--- src/rtl/mem_dma_initiator.sv ---
// Word-copy DMA initiator on a PicoRV32-style native memory bus.
// Each word is one read then one write, separated by mandatory one-cycle idle gaps.
module mem_dma_initiator #(
    parameter int TIMEOUT_CYCLES = 1024,
    parameter int LEN_W          = 16
) (
    input  logic             clk,
    input  logic             resetn,
    input  logic             start,
    input  logic [31:0]      src_addr,
    input  logic [31:0]      dst_addr,
    input  logic [LEN_W-1:0] len,
    input  logic             abort,
    output logic             busy,
    output logic             done,
    output logic             err,
    output logic [LEN_W-1:0] words_done,
    output logic             mem_valid,
    output logic             mem_instr,
    input  logic             mem_ready,
    output logic [31:0]      mem_addr,
    output logic [31:0]      mem_wdata,
    output logic [3:0]       mem_wstrb,
    input  logic [31:0]      mem_rdata,
    output logic [2:0]       dbg_state
);

    localparam logic [2:0] S_IDLE = 3'd0;
    localparam logic [2:0] S_RD   = 3'd1;
    localparam logic [2:0] S_RGAP = 3'd2;
    localparam logic [2:0] S_WR   = 3'd3;
    localparam logic [2:0] S_WGAP = 3'd4;
    localparam logic [2:0] S_FIN  = 3'd5;

    localparam int TW = (TIMEOUT_CYCLES > 1) ? $clog2(TIMEOUT_CYCLES) : 1;
    localparam logic [TW-1:0] TLAST = TW'((TIMEOUT_CYCLES > 0) ? TIMEOUT_CYCLES - 1 : 0);

    logic [2:0]       r_state;
    logic [31:0]      r_src;
    logic [31:0]      r_dst;
    logic [31:0]      r_data;
    logic [LEN_W-1:0] r_rem;
    logic [LEN_W-1:0] r_words;
    logic [TW-1:0]    r_tcnt;
    logic             r_err;
    logic             r_abort;

    logic w_in_xfer;
    logic w_timeout;
    logic w_abort;
    logic w_unused;

    assign w_in_xfer = (r_state == S_RD) || (r_state == S_WR);
    // Ready in the final allowed cycle still wins over the timeout.
    assign w_timeout = (TIMEOUT_CYCLES != 0) && w_in_xfer && !mem_ready && (r_tcnt == TLAST);
    assign w_abort   = r_abort || abort;
    assign w_unused  = ^{src_addr[1:0], dst_addr[1:0]};

    always_ff @(posedge clk or negedge resetn) begin
        if (!resetn) begin
            r_state <= S_IDLE;
            r_src   <= '0;
            r_dst   <= '0;
            r_data  <= '0;
            r_rem   <= '0;
            r_words <= '0;
            r_tcnt  <= '0;
            r_err   <= 1'b0;
            r_abort <= 1'b0;
        end else begin
            if (busy && abort) begin
                r_abort <= 1'b1;
            end
            case (r_state)
                S_IDLE: begin
                    if (start) begin
                        r_err   <= 1'b0;
                        r_words <= '0;
                        r_abort <= 1'b0;
                        if (len != '0) begin
                            r_src   <= {src_addr[31:2], 2'b00};
                            r_dst   <= {dst_addr[31:2], 2'b00};
                            r_rem   <= len;
                            r_tcnt  <= '0;
                            r_state <= S_RD;
                        end else begin
                            r_state <= S_FIN;
                        end
                    end
                end
                S_RD: begin
                    if (mem_ready) begin
                        r_data  <= mem_rdata;
                        r_src   <= r_src + 32'd4;
                        r_state <= S_RGAP;
                    end else if (w_timeout) begin
                        r_err   <= 1'b1;
                        r_state <= S_FIN;
                    end else begin
                        r_tcnt <= r_tcnt + TW'(1);
                    end
                end
                S_RGAP: begin
                    // An aborted read is dropped here rather than written.
                    if (w_abort) begin
                        r_state <= S_FIN;
                    end else begin
                        r_tcnt  <= '0;
                        r_state <= S_WR;
                    end
                end
                S_WR: begin
                    if (mem_ready) begin
                        r_dst   <= r_dst + 32'd4;
                        r_words <= r_words + LEN_W'(1);
                        r_rem   <= r_rem - LEN_W'(1);
                        r_state <= S_WGAP;
                    end else if (w_timeout) begin
                        r_err   <= 1'b1;
                        r_state <= S_FIN;
                    end else begin
                        r_tcnt <= r_tcnt + TW'(1);
                    end
                end
                S_WGAP: begin
                    if ((r_rem == '0) || w_abort) begin
                        r_state <= S_FIN;
                    end else begin
                        r_tcnt  <= '0;
                        r_state <= S_RD;
                    end
                end
                S_FIN: begin
                    r_abort <= 1'b0;
                    r_state <= S_IDLE;
                end
                default: r_state <= S_IDLE;
            endcase
        end
    end

    // Bus outputs decode from state so reset removes them without a clock edge.
    assign mem_valid  = w_in_xfer;
    assign mem_instr  = 1'b0;
    assign mem_addr   = (r_state == S_RD) ? r_src : ((r_state == S_WR) ? r_dst : 32'd0);
    assign mem_wdata  = r_data;
    assign mem_wstrb  = (r_state == S_WR) ? 4'hF : 4'h0;
    assign busy       = (r_state == S_RD) || (r_state == S_RGAP) ||
                        (r_state == S_WR) || (r_state == S_WGAP);
    assign done       = (r_state == S_FIN);
    assign err        = r_err;
    assign words_done = r_words;
    assign dbg_state  = r_state;

endmodule

--- config.mk ---
export PLATFORM = sky130hd
export DESIGN_NAME = mem_dma_initiator
export DESIGN_NICKNAME = d
export VERILOG_FILES = /design/src/rtl/mem_dma_initiator.sv
export SDC_FILE = /design/constraint.sdc
export NUM_CORES = 1
export LEC_CHECK = 0
export ABC_AREA = 1
export BUFFER_PORTS_ARGS = -buffer_cell sky130_fd_sc_hd__clkbuf_2
export CORE_ASPECT_RATIO = 0.7
export CORE_MARGIN = 3
export CORE_UTILIZATION = 50
export CTS_CLUSTER_DIAMETER = 60
export DETAILED_ROUTE_END_ITERATION = 6
export PLACE_DENSITY = 0.85
export SYNTH_ARGS = -nofsm -noshare
export SYNTH_HDL_FRONTEND = slang
export SYNTH_SLANG_ARGS = --single-unit
export TNS_END_PERCENT = 100
--- constraint.sdc ---
create_clock -name clk -period 1.7 [get_ports clk]
set_input_delay 0.425 -clock clk [delete_from_list [all_inputs] [get_ports clk]]
set_output_delay 0.425 -clock clk [all_outputs]
set_load 0.01 [all_outputs]
==> summary.txt <==
Job
  – Maximum capacitance violations: 0

Setup path
  – Depth of the most critical reg-to-reg path: 10
  – Kind of end point of the critical path: output pin
  – Top delay family on crit path: buffers and inverters
  – Largest fanout on the critical path: 23
  – Slowest stage cell, crit path: sky130_fd_sc_hd__dfrtp_2
  – Kind of critical path: reg2out
  – Launching element type of the critical path: flip-flop
  – Max incr delay on CP: 0.42 ns
  – Chain of cells forming the critical path: inv_2 -> nand2_4 -> nor2_4 -> inv_2 -> buf_12 -> o22ai_4 -> buf_2
  – Data arrival time at the worst-slack endpoint: 1.79 ns
  – Reg2Reg Capture Point: r_tcnt[5]$_DFFE_PN0P_
  – Data required, critical path: 1.27 ns
  – Most Frequent Cell on Critical Path: sky130_fd_sc_hd__inv_2
  – Beginning of the worst register-to-register path: dbg_state[2]$_DFFE_PN0N_
  – Flop2flop setup slack: -0.28 ns
  – CP Launch Point: dbg_state[2]$_DFFE_PN0N_
  – Buffers and inverters on the worst path: 4

Synth
  – Synthesized instance count: 1,347
  – Flops & latches, synth: 139
  – Most area-consuming cells after synthesis: sky130_fd_sc_hd__dfrtp_1 38%, sky130_fd_sc_hd__nand2_1 17%, sky130_fd_sc_hd__nor2_1 8.2%
  – Top flip-flop cell by instance count after synthesis: sky130_fd_sc_hd__dfrtp_1
  – Ys async rst share: 100%
  – Area share of the leading cell type in the synthesized netlist: 37.7%
  – Synth Area per Inst: 6.86 um2
  – Most common cell in the synthesized netlist: sky130_fd_sc_hd__nand2_1
  – Cell variety after synth: 41
  – Sequential share of the synthesized area: 37.7%
  – Warning count from the yosys run: 0
  – Post-synth top area cell: sky130_fd_sc_hd__dfrtp_1
  – Count of flip-flops with a built-in enable after synthesis: 0
  – Synthesized cell area: 9240 um2
  – Synth cell count leaders: 430 x sky130_fd_sc_hd__nand2_1, 201 x sky130_fd_sc_hd__nor2_1, 139 x sky130_fd_sc_hd__dfrtp_1

STA
  – Fin crit period: 2.21 ns
  – Setup total negative slack: -27.61 ns
  – Final Worst Setup Slack: -0.510 ns
  – Unrepaired setup endpoints after global routing: true
  – Fmax: 452 MHz
  – Setup violations, final: 142
  – Total count of max-transition violations in the final report: 0
  – Clock Skew: 0.0125 ns
  – Final Cycle Share: 130%
  – Final number of hold-violating endpoints: 0

Clock network
  – Clock insertion delay at the later pin of the skew report: 0.44 ns
  – Max Root-Sink Buffers: 2
  – Clock Tree Root: sky130_fd_sc_hd__clkbuf_16
  – Depth of the CTS H-tree: 4
  – TritonCTS sink count: 139
  – Number of buffers created by CTS: 17
  – Clock slew at reported path FFs: 0.07 ns
  – Clock tree from TritonCTS: yes

Drt
  – Remaining DRCs: 2
  – First-pass iteration count of the detailed router: 7
  – Via count: 11,200
  – Per-cell via count in the routed design: 5.80
  – Final ANT Viol Nets: 0
  – Routed WL per cell: 18.9 um
  – Wire length after detailed routing: 36,300 um
  – Detailed router's first-iteration violation count: 1,650

Power
  – Max IR drop VDD: 1.02 mV
  – Total Power: 24,900 uW
  – Power density normalized to cell area: 1870 nW/um2
  – Leakage dissipation: 0.00650 uW

Floorplanning
  – Core area: 17,600 um2
  – Die area: 20,200 um2
  – Core Rows: 40
  – Initial core utilization: 52.4%
  – Count of pins on the block boundary: 209
  – Die boundary width: 168 um
  – Vertical die dimension: 120 um

Min path
  – Hold depth: 2
  – Startpoint of the tightest hold check path: mem_rdata[12]
  – Type of the tightest min-delay check: in2reg
  – Worst Hold Path EP: mem_wdata[12]$_DFFE_PN0P_

Finish
  – Final-stage net count: 1,802
  – Number of antenna diodes: 0
  – Filler cell count: 1,171
  – Share of cells above drive strength 1: 33.4%
  – Synth-to-Final Area Change: 44.1%

Global route
  – Met3 Use GR: 9.98%
  – Busiest layer in global routing: met2
  – Global route overflow: 0
  – Met2 capacity usage during global routing: 52.0%
  – Global Route met1 Usage: 44.3%
  – Total routing usage reported by global routing: 33.2%
  – First-pass GRT wire length: 53,700 um
  – Pin count of the biggest net entering global routing: 37
  – Initial antenna violation count: 0
  – Via count of the first global-routing pass: 10,400

Placement
  – Total of buffers placed on input and output ports: 201
  – Detailed placer's ending HPWL: 23,000 um
  – Placement-stage worst setup slack: -0.132 ns
  – Final weighted congestion of routability-driven global placement: 1.01

Outcome
  – Violations in the final reports: DRC, setup timing
  – Result of the run: finished with violations
## registers in the layout (all words and copies together) (netlist names)
register / count
r_src: 30
err: 1
words_done: 16
r_rem: 16
r_dst: 30
dbg_state: 3
mem_wdata: 32
r_abort: 1
r_tcnt: 10
## power breakdown
group	switching, uW	leakage [uW]	internal [uW]	total (uW)
Sequential	1420	0.00172	4690	6110
Clock	1660	0.000278	2200	3850
Combinational	8270	0.00450	6650	14900
## final cells by class
type | count | area (um2) | area share [%]
Multi-Input combinational cell | 1029 | 5600 | 42.1
Sequential cell | 139 | 3480 | 26.2
Timing Repair Buffer | 364 | 2830 | 21.3
Inverter | 127 | 502 | 3.77
Clock buffer | 18 | 429 | 3.23
Tap cell | 231 | 289 | 2.17
Clock inverter | 13 | 158 | 1.18
Timing Repair inverter | 1 | 11.3 | 0.0846
## worst register-to-register path, cell delays in order, from the launching register on
cell and delay (ns):
sky130_fd_sc_hd__dfrtp_2 0.42, sky130_fd_sc_hd__buf_4 0.14, sky130_fd_sc_hd__buf_6 0.12, sky130_fd_sc_hd__nor3_4 0.27, sky130_fd_sc_hd__inv_2 0.12, sky130_fd_sc_hd__o21ai_2 0.14
sky130_fd_sc_hd__nand2_2 0.09, sky130_fd_sc_hd__nand3_4 0.12, sky130_fd_sc_hd__buf_12 0.12, sky130_fd_sc_hd__bufbuf_16 0.26, sky130_fd_sc_hd__o21ai_2 0.06
## worst max path at each step
stage / to / slack [ns] / cells past startpoint
2_1_floorplan: mem_addr[17] / -0.21 / 9
3_3_place_gp: mem_addr[7] / -0.04 / 7
3_5_place_dp: mem_addr[7] / -0.13 / 7
4_1_cts: mem_addr[14] / -0.45 / 7
5_1_grt: mem_addr[29] / -0.53 / 7
6_report: mem_addr[31] / -0.51 / 7
## metal layers
| layer | vias up | routed length (um) |
|---|---|---|
| li1 | 5002 | - |
| met1 | 5158 | 14100 |
| met2 | 822 | 16200 |
| met3 | 172 | 4470 |
| met4 | 0 | 1530 |
| met5 | - | 0 |
## stage by stage
| step | instances | util (%) | hold slack [ns] | instance area (um2) |
|---|---|---|---|---|
| 5_1_grt | 1922 | 75.5 | 0.212 | 13300 |
| 2_1_floorplan | 1349 | - | 0.129 | 9620 |
| 3_5_place_dp | 1838 | 65.3 | 0.362 | 11500 |
| 6_report | 1922 | 75.5 | 0.221 | 13300 |
| 3_3_place_gp | 1838 | 65.3 | 0.365 | 11500 |
| 4_1_cts | 1904 | 72.7 | 0.213 | 12800 |
## cell families after synthesis
logic type / Yosys count / share of synthesized area (%)
xor gates and xnor gates: 18 / 1.71
other: 1 / 0.0406
muxes: 32 / 3.90
adders and majority gates: 6 / 0.813
DFF: 139 / 37.7
buffers and inverters: 181 / 8.78
and+or+nand+nor: 813 / 37.1
AOI/OAI and AO/OA: 157 / 9.98
## layout by cell type, fill, tap and decap left out, types with 14 or more instances in the layout
master                      count
sky130_fd_sc_hd__clkbuf_2     170
sky130_fd_sc_hd__nand4_1       32
sky130_fd_sc_hd__inv_1        113
sky130_fd_sc_hd__dfrtp_1      135
sky130_fd_sc_hd__mux2_2        32
sky130_fd_sc_hd__o21ai_1       33
sky130_fd_sc_hd__buf_6         38
sky130_fd_sc_hd__buf_2         15
sky130_fd_sc_hd__nand2_1      418
sky130_fd_sc_hd__o22ai_4       19
sky130_fd_sc_hd__clkbuf_16     17
sky130_fd_sc_hd__nor3_1        14
sky130_fd_sc_hd__o21ai_2       26
sky130_fd_sc_hd__o21ai_0       42
sky130_fd_sc_hd__buf_12        15
sky130_fd_sc_hd__nor2_1       184
sky130_fd_sc_hd__nand3_1       95
sky130_fd_sc_hd__buf_4        111
## timing repair
action | in CTS | in global routing
gates resized for setup | 77 | 127
buffers inserted | 25 | 22
gates cloned | 10 | 1
pin swaps | 16 | 25
hold endpoints to repair | 30 | 0
endpoints found under the setup margin | 65 | 147
hold buffers | 1 | 0
Power figures use the tool's default switching activity.
